## src/rtl/instr_fetch_unit_if.sv

```systemverilog
// instr_fetch_unit_if
// Bundles the fetch unit's connections to the register file (PC, pc_inc),
// instruction memory (req/rsp) and decoder (valid/ready).
//   master : the fetch unit side (drives requests, pc_inc and the instruction stream)
//   slave  : the environment side (register file, memory, decoder)
// Signals:
//   pc_addr        current PC from the register file
//   pc_inc         one-cycle pulse asking the register file to add 2 to PC
//   mem_req_*      read request (valid/ready/addr)
//   mem_rsp_*      read response (valid/data), one per accepted request
//   flush          discard buffered and in-flight instructions
//   instr_*        head of the instruction buffer toward decode
interface instr_fetch_unit_if #(
    parameter int ADDR_W = 16,
    parameter int DATA_W = 16
);
    logic [ADDR_W-1:0] pc_addr;
    logic              pc_inc;
    logic              mem_req_valid;
    logic              mem_req_ready;
    logic [ADDR_W-1:0] mem_req_addr;
    logic              mem_rsp_valid;
    logic [DATA_W-1:0] mem_rsp_data;
    logic              flush;
    logic              instr_valid;
    logic              instr_ready;
    logic [DATA_W-1:0] instr_data;
    logic [ADDR_W-1:0] instr_pc;

    modport master (
        input  pc_addr,
        output pc_inc,
        output mem_req_valid,
        input  mem_req_ready,
        output mem_req_addr,
        input  mem_rsp_valid,
        input  mem_rsp_data,
        input  flush,
        output instr_valid,
        input  instr_ready,
        output instr_data,
        output instr_pc
    );

    modport slave (
        output pc_addr,
        input  pc_inc,
        input  mem_req_valid,
        output mem_req_ready,
        input  mem_req_addr,
        output mem_rsp_valid,
        output mem_rsp_data,
        output flush,
        input  instr_valid,
        output instr_ready,
        input  instr_data,
        input  instr_pc
    );
endinterface

```

## src/rtl/instr_fetch_unit.sv

```systemverilog
// instr_fetch_unit
// Samples the PC, issues one instruction-memory read at a time, pulses pc_inc
// for every accepted request and buffers fetched words toward the decoder.
// Ports:
//   clk   clock, rising edge
//   rst   synchronous, active-high reset
//   bus   instr_fetch_unit_if.master (PC, memory req/rsp, flush, decode stream)
//
// state  | meaning
// BOOT   | pulse pc_inc once to move PC from 0xFFFE to 0x0000
// SETTLE | let PC settle; capture it as the next address when the buffer has room
// REQ    | request held on the memory port until accepted
// WAIT   | one request outstanding; push or drop its response
module instr_fetch_unit #(
    parameter int ADDR_W = 16,
    parameter int DATA_W = 16,
    parameter int DEPTH  = 2
) (
    input logic clk,
    input logic rst,
    instr_fetch_unit_if.master bus
);
    localparam int PTR_W = (DEPTH > 1) ? $clog2(DEPTH) : 1;
    localparam int CNT_W = PTR_W + 1;

    typedef enum logic [1:0] {BOOT, SETTLE, REQ, WAIT} state_t;

    state_t            state_q, state_d;
    logic              pc_inc_q, pc_inc_d;
    logic              req_valid_q, req_valid_d;
    logic [ADDR_W-1:0] req_addr_q, req_addr_d;
    logic              drop_q, drop_d;
    logic [CNT_W-1:0]  count_q, count_d;
    logic [PTR_W-1:0]  rd_ptr_q, rd_ptr_d;
    logic [PTR_W-1:0]  wr_ptr_q, wr_ptr_d;
    logic              head_valid_q, head_valid_d;
    logic [DATA_W-1:0] head_data_q, head_data_d;
    logic [ADDR_W-1:0] head_pc_q, head_pc_d;
    logic [CNT_W-1:0]  remaining;

    logic [DATA_W-1:0] fifo_data [DEPTH];
    logic [ADDR_W-1:0] fifo_pc   [DEPTH];

    logic accept;
    logic push;
    logic pop;

    assign accept = req_valid_q & bus.mem_req_ready;
    assign pop    = head_valid_q & bus.instr_ready & ~bus.flush;
    assign push   = (state_q == WAIT) & bus.mem_rsp_valid & ~drop_q & ~bus.flush;

    always_comb begin
        state_d      = state_q;
        pc_inc_d     = 1'b0;
        req_valid_d  = req_valid_q;
        req_addr_d   = req_addr_q;
        drop_d       = drop_q;
        count_d      = count_q;
        rd_ptr_d     = rd_ptr_q;
        wr_ptr_d     = wr_ptr_q;
        head_valid_d = head_valid_q;
        head_data_d  = head_data_q;
        head_pc_d    = head_pc_q;
        remaining    = count_q - CNT_W'(pop);

        if (bus.flush) begin
            count_d      = '0;
            rd_ptr_d     = '0;
            wr_ptr_d     = '0;
            head_valid_d = 1'b0;
        end else begin
            count_d      = count_q + CNT_W'(push) - CNT_W'(pop);
            rd_ptr_d     = rd_ptr_q + PTR_W'(pop);
            wr_ptr_d     = wr_ptr_q + PTR_W'(push);
            head_valid_d = (count_d != '0);
            // Head output is registered: take the next stored entry, or the
            // incoming word directly when the buffer drains in this cycle.
            if (remaining != '0) begin
                head_data_d = fifo_data[rd_ptr_d];
                head_pc_d   = fifo_pc[rd_ptr_d];
            end else if (push) begin
                head_data_d = bus.mem_rsp_data;
                head_pc_d   = req_addr_q;
            end
        end

        case (state_q)
            BOOT: begin
                // Two cycles: raise pc_inc, then leave once it has been seen.
                if (!pc_inc_q) begin
                    pc_inc_d = 1'b1;
                end else begin
                    state_d = SETTLE;
                end
            end
            SETTLE: begin
                if (count_d < CNT_W'(DEPTH)) begin
                    req_addr_d  = bus.pc_addr;
                    req_valid_d = 1'b1;
                    state_d     = REQ;
                end
            end
            REQ: begin
                if (accept) begin
                    req_valid_d = 1'b0;
                    pc_inc_d    = 1'b1;
                    drop_d      = bus.flush;
                    state_d     = WAIT;
                end else if (bus.flush) begin
                    req_valid_d = 1'b0;
                    state_d     = SETTLE;
                end
            end
            WAIT: begin
                if (bus.mem_rsp_valid) begin
                    drop_d  = 1'b0;
                    state_d = SETTLE;
                end else if (bus.flush) begin
                    drop_d = 1'b1;
                end
            end
            default: state_d = BOOT;
        endcase
    end

    always_ff @(posedge clk) begin
        if (rst) begin
            state_q      <= BOOT;
            pc_inc_q     <= 1'b0;
            req_valid_q  <= 1'b0;
            req_addr_q   <= '0;
            drop_q       <= 1'b0;
            count_q      <= '0;
            rd_ptr_q     <= '0;
            wr_ptr_q     <= '0;
            head_valid_q <= 1'b0;
            head_data_q  <= '0;
            head_pc_q    <= '0;
        end else begin
            state_q      <= state_d;
            pc_inc_q     <= pc_inc_d;
            req_valid_q  <= req_valid_d;
            req_addr_q   <= req_addr_d;
            drop_q       <= drop_d;
            count_q      <= count_d;
            rd_ptr_q     <= rd_ptr_d;
            wr_ptr_q     <= wr_ptr_d;
            head_valid_q <= head_valid_d;
            head_data_q  <= head_data_d;
            head_pc_q    <= head_pc_d;
        end
    end

    always_ff @(posedge clk) begin
        if (!rst && push) begin
            fifo_data[wr_ptr_q] <= bus.mem_rsp_data;
            fifo_pc[wr_ptr_q]   <= req_addr_q;
        end
    end

    assign bus.pc_inc        = pc_inc_q;
    assign bus.mem_req_valid = req_valid_q;
    assign bus.mem_req_addr  = req_addr_q;
    assign bus.instr_valid   = head_valid_q;
    assign bus.instr_data    = head_data_q;
    assign bus.instr_pc      = head_pc_q;
endmodule

```

## src/flat_wrapper.sv

```systemverilog
// flat-port wrapper written by rule: the top's interface ports become plain ports
module instr_fetch_unit_flat 
#(
    parameter int ADDR_W = 16,
    parameter int DATA_W = 16,
    parameter int DEPTH  = 2
)
  (clk, rst, bus_pc_addr, bus_pc_inc, bus_mem_req_valid, bus_mem_req_ready, bus_mem_req_addr, bus_mem_rsp_valid, bus_mem_rsp_data, bus_flush, bus_instr_valid, bus_instr_ready, bus_instr_data, bus_instr_pc);
  instr_fetch_unit_if #(.ADDR_W(ADDR_W), .DATA_W(DATA_W)) bus_i ();
  input logic clk;
  input logic rst;
  input wire logic [$bits(bus_i.pc_addr)-1:0] bus_pc_addr;
  output wire logic [$bits(bus_i.pc_inc)-1:0] bus_pc_inc;
  output wire logic [$bits(bus_i.mem_req_valid)-1:0] bus_mem_req_valid;
  input wire logic [$bits(bus_i.mem_req_ready)-1:0] bus_mem_req_ready;
  output wire logic [$bits(bus_i.mem_req_addr)-1:0] bus_mem_req_addr;
  input wire logic [$bits(bus_i.mem_rsp_valid)-1:0] bus_mem_rsp_valid;
  input wire logic [$bits(bus_i.mem_rsp_data)-1:0] bus_mem_rsp_data;
  input wire logic [$bits(bus_i.flush)-1:0] bus_flush;
  output wire logic [$bits(bus_i.instr_valid)-1:0] bus_instr_valid;
  input wire logic [$bits(bus_i.instr_ready)-1:0] bus_instr_ready;
  output wire logic [$bits(bus_i.instr_data)-1:0] bus_instr_data;
  output wire logic [$bits(bus_i.instr_pc)-1:0] bus_instr_pc;
  assign bus_i.pc_addr = bus_pc_addr;
  assign bus_pc_inc = bus_i.pc_inc;
  assign bus_mem_req_valid = bus_i.mem_req_valid;
  assign bus_i.mem_req_ready = bus_mem_req_ready;
  assign bus_mem_req_addr = bus_i.mem_req_addr;
  assign bus_i.mem_rsp_valid = bus_mem_rsp_valid;
  assign bus_i.mem_rsp_data = bus_mem_rsp_data;
  assign bus_i.flush = bus_flush;
  assign bus_instr_valid = bus_i.instr_valid;
  assign bus_i.instr_ready = bus_instr_ready;
  assign bus_instr_data = bus_i.instr_data;
  assign bus_instr_pc = bus_i.instr_pc;
  instr_fetch_unit #(.ADDR_W(ADDR_W), .DATA_W(DATA_W), .DEPTH(DEPTH)) u_core (.clk(clk), .rst(rst), .bus(bus_i));
endmodule
```

## config.mk

```make
export PLATFORM = sky130hd
export DESIGN_NAME = instr_fetch_unit_flat
export DESIGN_NICKNAME = d
export VERILOG_FILES = /design/src/rtl/instr_fetch_unit_if.sv /design/src/rtl/instr_fetch_unit.sv /design/src/flat_wrapper.sv
export SDC_FILE = /design/constraint.sdc
export NUM_CORES = 1
export LEC_CHECK = 0
export ABC_AREA = 1
export BUFFER_PORTS_ARGS = -buffer_cell sky130_fd_sc_hd__buf_2
export CELL_PAD_IN_SITES_DETAIL_PLACEMENT = 1
export CELL_PAD_IN_SITES_GLOBAL_PLACEMENT = 1
export CORE_UTILIZATION = 39
export DETAILED_ROUTE_END_ITERATION = 10
export GPL_TIMING_DRIVEN = 0
export PLACE_DENSITY = 0.86
export SLEW_MARGIN = 20
export SYNTH_ARGS = -nofsm -noshare
export SYNTH_HDL_FRONTEND = slang
export SYNTH_SLANG_ARGS = --single-unit
```

## constraint.sdc

```tcl
create_clock -name clk -period 3.8 [get_ports clk]
set_clock_uncertainty 0.2 [all_clocks]
set_input_delay 0.19 -clock clk [delete_from_list [all_inputs] [get_ports clk]]
set_output_delay 0.19 -clock clk [all_outputs]
set_load 0.1 [all_outputs]
```

# Word level (Yosys, flattened, before mapping)
# Memories as Yosys holds them, arrays and structs flattened.
# Cells that the tools add are included.
# Widths: inputs -> output; s select.
# word_totals
reg_bits	58
latchBits	0
ram_bits	64
mem_bits_ro	0
output_inout_bits	51
word_cells	74
mem_count	2
# memory_table
memory	depth	width	read_ports	rd_ports_with_merged_regs	wr	line_no	rtl
u_core.fifo_data	2	16	1	0	1	instr_fetch_unit.sv:41	logic [DATA_W-1:0] fifo_data [DEPTH];
u_core.fifo_pc	2	16	1	0	1	instr_fetch_unit.sv:42	logic [ADDR_W-1:0] fifo_pc [DEPTH];
# classes
add_sub_neg	5
mul	0
n_div	0
order_cmp	1
n_eq_ne	9
shift	0
mux	24
n_bitwise	8
reduce_logical	14
# op_table
op	n
$mux 16	4
$mux 2	6
$mux 1	10
$reduce_bool 2->1	5
$pmux 2 s4	1
$and 1x1->1	6
$ne 2x1->1 const B	3
$pmux 1 s2	3
$reduce_and 3->1	2
$eq 2x2->1 const B	2
$reduce_and 2->1	2
$reduce_and 4->1	1
$sub 2x1->2	2
$ne 3x2->1 const B	1
$ne 3x3->1 const B	1
$add 1x1->1	2
$add 2x1->2	1
$eq 2x1->1 const B	1
$logic_not 2->1	1
$lt 2x2->1 const B	1
$ne 2x2->1 const B	1
$not 1->1	2
$reduce_or 2->1	1
$logic_and 1x1->1	1
$logic_not 1->1	1

# Logic depth before layout (Yosys ltp)
# logic_depth
word_depth	10
depth_mapped	14
ltp_nobuf	13

# Worst setup path before layout
# Ideal clock, no wire load.
# synth_path
kind	reg2reg
startpoint	reg u_core.state_q[0]
endpoint	mem u_core.fifo_data[0][0], enable pin
setup_ns	0.461
t_arrival_ns	2.999
path_slack_ns	0.140
path_stages_with_launch	6
n_path_buf	0
synth_period_minus_slack_ns	3.660
path_cell_list	dfxtp_1 > ha_1 > nand2_1 > nor2_2 > nand2_2 > nor3_1
# synth_via
elab_chain_len	7
# synth_lines
item	line_no	rtl
from (decl)	instr_fetch_unit.sv:28	state_t state_q, state_d;
from (signal assigned)	instr_fetch_unit.sv:140	state_q <= state_d;
$eq 2x2->1	instr_fetch_unit.sv:50	assign push = (state_q == WAIT) & bus.mem_rsp_valid & ~drop_q & ~bus.flush;
$and 1x1->1 (3 in a row)	instr_fetch_unit.sv:50	
$logic_and 1x1->1	instr_fetch_unit.sv:155	if (!rst && push) begin
$mux 1	instr_fetch_unit.sv:155	
$mux 1 (implied by the code)	instr_fetch_unit.sv:156	fifo_data[wr_ptr_q] <= bus.mem_rsp_data;
to (decl)	instr_fetch_unit.sv:41	
# Every way passes these cells.

# Worst setup path in the final report
# layout_path
startpoint	reg u_core.state_q[0]
endpoint	reg u_core.drop_q
# layout_via
elab_chain_len	3
elab_cells_between_ends	7
# layout_lines
item	line_no	rtl
$eq 2x2->1	instr_fetch_unit.sv:87	case (state_q)
$ne 3x3->1 (no line), or another cell as far along	-	
$reduce_and 3->1 (no line)	-	
to (signal assigned)	instr_fetch_unit.sv:144	drop_q <= drop_d;
to (decl)	instr_fetch_unit.sv:32	logic drop_q, drop_d;
# Parallel ways exist; a longest one is shown, timed or not.
# A chain may end at the register's enable or synchronous reset.

==> results.sh <==
export IMPL_cp_slowest_stage_delay_ns=0.58
export IMPL_yosysSeqAreaShare=0.5989
export IMPL_p_per_area_nw_per_um2=607.2
export IMPL_die_y_um=116.9
export IMPL_critPathSlowestCell="dlygate4sd3_1"
export IMPL_grt_pass1_wl_um=23710
export IMPL_drtIter0Drc=223
export IMPL_gp_congestion=0.7394
export IMPL_num_vias=4374
export IMPL_crit_path_start_kind="flop"
export IMPL_area_growth_pct=32.47
export IMPL_drt_total_wl_um=15140
export IMPL_cts_tree="done"
export IMPL_cts_buffers=17
export IMPL_postCtsSetupBuffers=0
export IMPL_antennaDiodeCount=0
export IMPL_core_area_um2=12720
export IMPL_worstSetupPathType="reg -> reg"
export IMPL_cts_sinks=122
export IMPL_grt_usage=0.2387
export IMPL_start_util=0.4046
export IMPL_fin_crit_sh=0.7192
export IMPL_antenna_found_initial=0
export IMPL_crit_path_max_fanout=5
export IMPL_worstPathRequired_ns=3.97
export IMPL_max_freq_mhz=365.9
export IMPL_clkTransAtPathRegs_ns=0.05
export IMPL_fin_crit_ns=2.733
export IMPL_cts_hold_buf=37
export IMPL_die_area_um2=13660
export IMPL_cpMostUsedCell="dlygate4sd3_1"
export IMPL_hold_viol=0
export IMPL_cap_violations=0
export IMPL_path_buf_inv=3
export IMPL_final_common_cell="buf_2"
export IMPL_worst_ir_drop_vdd_mv=0.3820
export IMPL_ys_types=28
export IMPL_synth_fp_nets=556
export IMPL_pin_count=89
export IMPL_final_max_slew_viol_count=0
export IMPL_netlist_area_um2=5147
export IMPL_avgSynthCellArea_um2=10.07
export IMPL_drc=0
export IMPL_crit_chain="inv_1 -> ha_1 -> o21ai_0 -> nand3_1 -> dlygate4sd3_1 -> a21oi_1 -> dlygate4sd3_1"
export IMPL_syn_inst=511
export IMPL_antenna_left=0
export IMPL_post_drt_via_cell_ratio=5.164
export IMPL_clk_insertion_delay_late_ns=0.42
export IMPL_grt_start_max_net_pins=17
export IMPL_row_count=41
export IMPL_htreeDepth=4
export IMPL_critPathTopFamily="buffers and inverters"
export IMPL_ys_seq_elements=122
export IMPL_arrival_ns=2.90
export IMPL_relSlewSlack=0.5283
export IMPL_drive_above_1_share=0.2489
export IMPL_yosys_warnings=0
export IMPL_grt_overflow_total=0
export IMPL_grt_pass1_vias=4764
export IMPL_reg2reg_depth=7
export IMPL_p_total_uw=4141
export IMPL_clockBufferDepth=2
export IMPL_finalSetupViolations=0
export IMPL_fin_util=0.5360
export IMPL_tns_ns=0
export IMPL_post_cts_resized=0
export IMPL_min_path_cells=5
export IMPL_worst_slew_pin_slew_ns=0.7075
export IMPL_p_leak_uw=0.002868
export IMPL_worstSetupEndpointType="flop"
export IMPL_status="complete, no violations"
export IMPL_cts_root_buf="clkbuf_16"
export IMPL_wl_per_cell_um=17.87
export IMPL_die_width_um=116.9
export IMPL_r2r_slack_ns=1.07
export IMPL_path_depth=7
export IMPL_port_buffers=88
export IMPL_rsz0062_at_grt="false"
export IMPL_mostFrequentLayoutCells="buf_2 (97), a21oi_1 (79), edfxtp_1 (64), nand2_1 (61), dfxtp_1 (58)"
export IMPL_drt_pass1_iter_count=4
export IMPL_dp_hpwl_um=9878
export IMPL_hp_class="in -> reg"
export IMPL_finalNetCount=707
final timing paths:
kind | from | to
worst max-delay path | u_core.state_q[0] | u_core.drop_q
worst min-delay path | bus_mem_rsp_valid | u_core.wr_ptr_q
worst min register to register | u_core.bus.mem_req_addr[0] | u_core.fifo_pc[0][0]
worst max register to register | u_core.state_q[0] | u_core.drop_q
layer usage:
metal  global-route usage  up-vias  routed length, µm
li1                     -     2058                  -
met4               0.1325        0                470
met2               0.4339      125               7870
met3              0.04943       35                693
met5                    0        -                  0
met1               0.2594     2156               6104
area by class of cell:
class	count	area (µm²)
plain buffers	31	198.9
clock inverters	5	55.05
fillers	1439	5903
inverters	55	211.5
repair buffers	132	867.1
multi-input cells	303	1664
well taps	172	215.2
flip-flops and latches	122	3083
clock buffers	27	524.3
through the flow:
step                      hold slack [ns]  cells  area [µm²]  setup WS [ns]
after floorplan                   0.08887    511        5147         0.1401
after global placement             0.1983    771        5803         -1.346
after detailed placement           0.1974    778        5869          1.328
after CTS                         0.08961    847        6819          1.160
after global routing               0.1510    847        6819         0.8857
final                              0.1091    847        6819          1.067
worst register-to-register path: cells and delay by family, from the launching register on:
family          cells  cell delay (ns)
compound gates      2             0.43
fa+ha+maj           1             0.27
buf+inv             3             1.26
flops               1             0.40
simple gates        1             0.12
kinds of logic after synthesis:
| kind of cell | after synthesis | synth area share |
|---|---|---|
| AND/OR/NAND/NOR | 177 | 0.1850 |
| flip-flops | 122 | 0.5989 |
| AO/OA/AOI/OAI | 119 | 0.1193 |
| buffers and inverters | 86 | 0.07973 |
| adder cells (fa/ha/maj) | 7 | 0.01701 |
power by group:
part | switching, µW | total (µW) | leakage [µW] | internal [µW]
Sequential | 88.2 | 1580 | 0.00105 | 1490
Combinational | 781 | 999 | 0.00153 | 217
Clock | 557 | 1560 | 0.000287 | 1010
Total | 1430 | 4140 | 0.00287 | 2710
state kept, by name (all words and copies together), names as in the netlist:
register,cells
u_core.rd_ptr_q,1
u_core.wr_ptr_q,1
u_core.bus.instr_data,16
u_core.fifo_data,32
u_core.bus.mem_req_addr,16
u_core.state_q,2
u_core.fifo_pc,32
u_core.drop_q,1
u_core.bus.instr_valid,1
u_core.bus.pc_inc,1
u_core.bus.mem_req_valid,1
u_core.count_q,2
u_core.bus.instr_pc,16
synthesized netlist by cell type, drive strengths merged:
cell    count  share of area
a21boi      1         0.0015
nand3b     33          0.048
edfxtp     64           0.37
clkbuf     10         0.0073
nand4       1         0.0012
o21ai      34          0.033
o22ai       1         0.0012
nor3        2         0.0019
inv        55          0.041
a21oi      83          0.084
nand3      55          0.057
dfxtp      58           0.23
ha          7          0.017
nand2      74          0.068
buf        21          0.031
nor2       12         0.0092
Power figures use the tool's default switching activity.
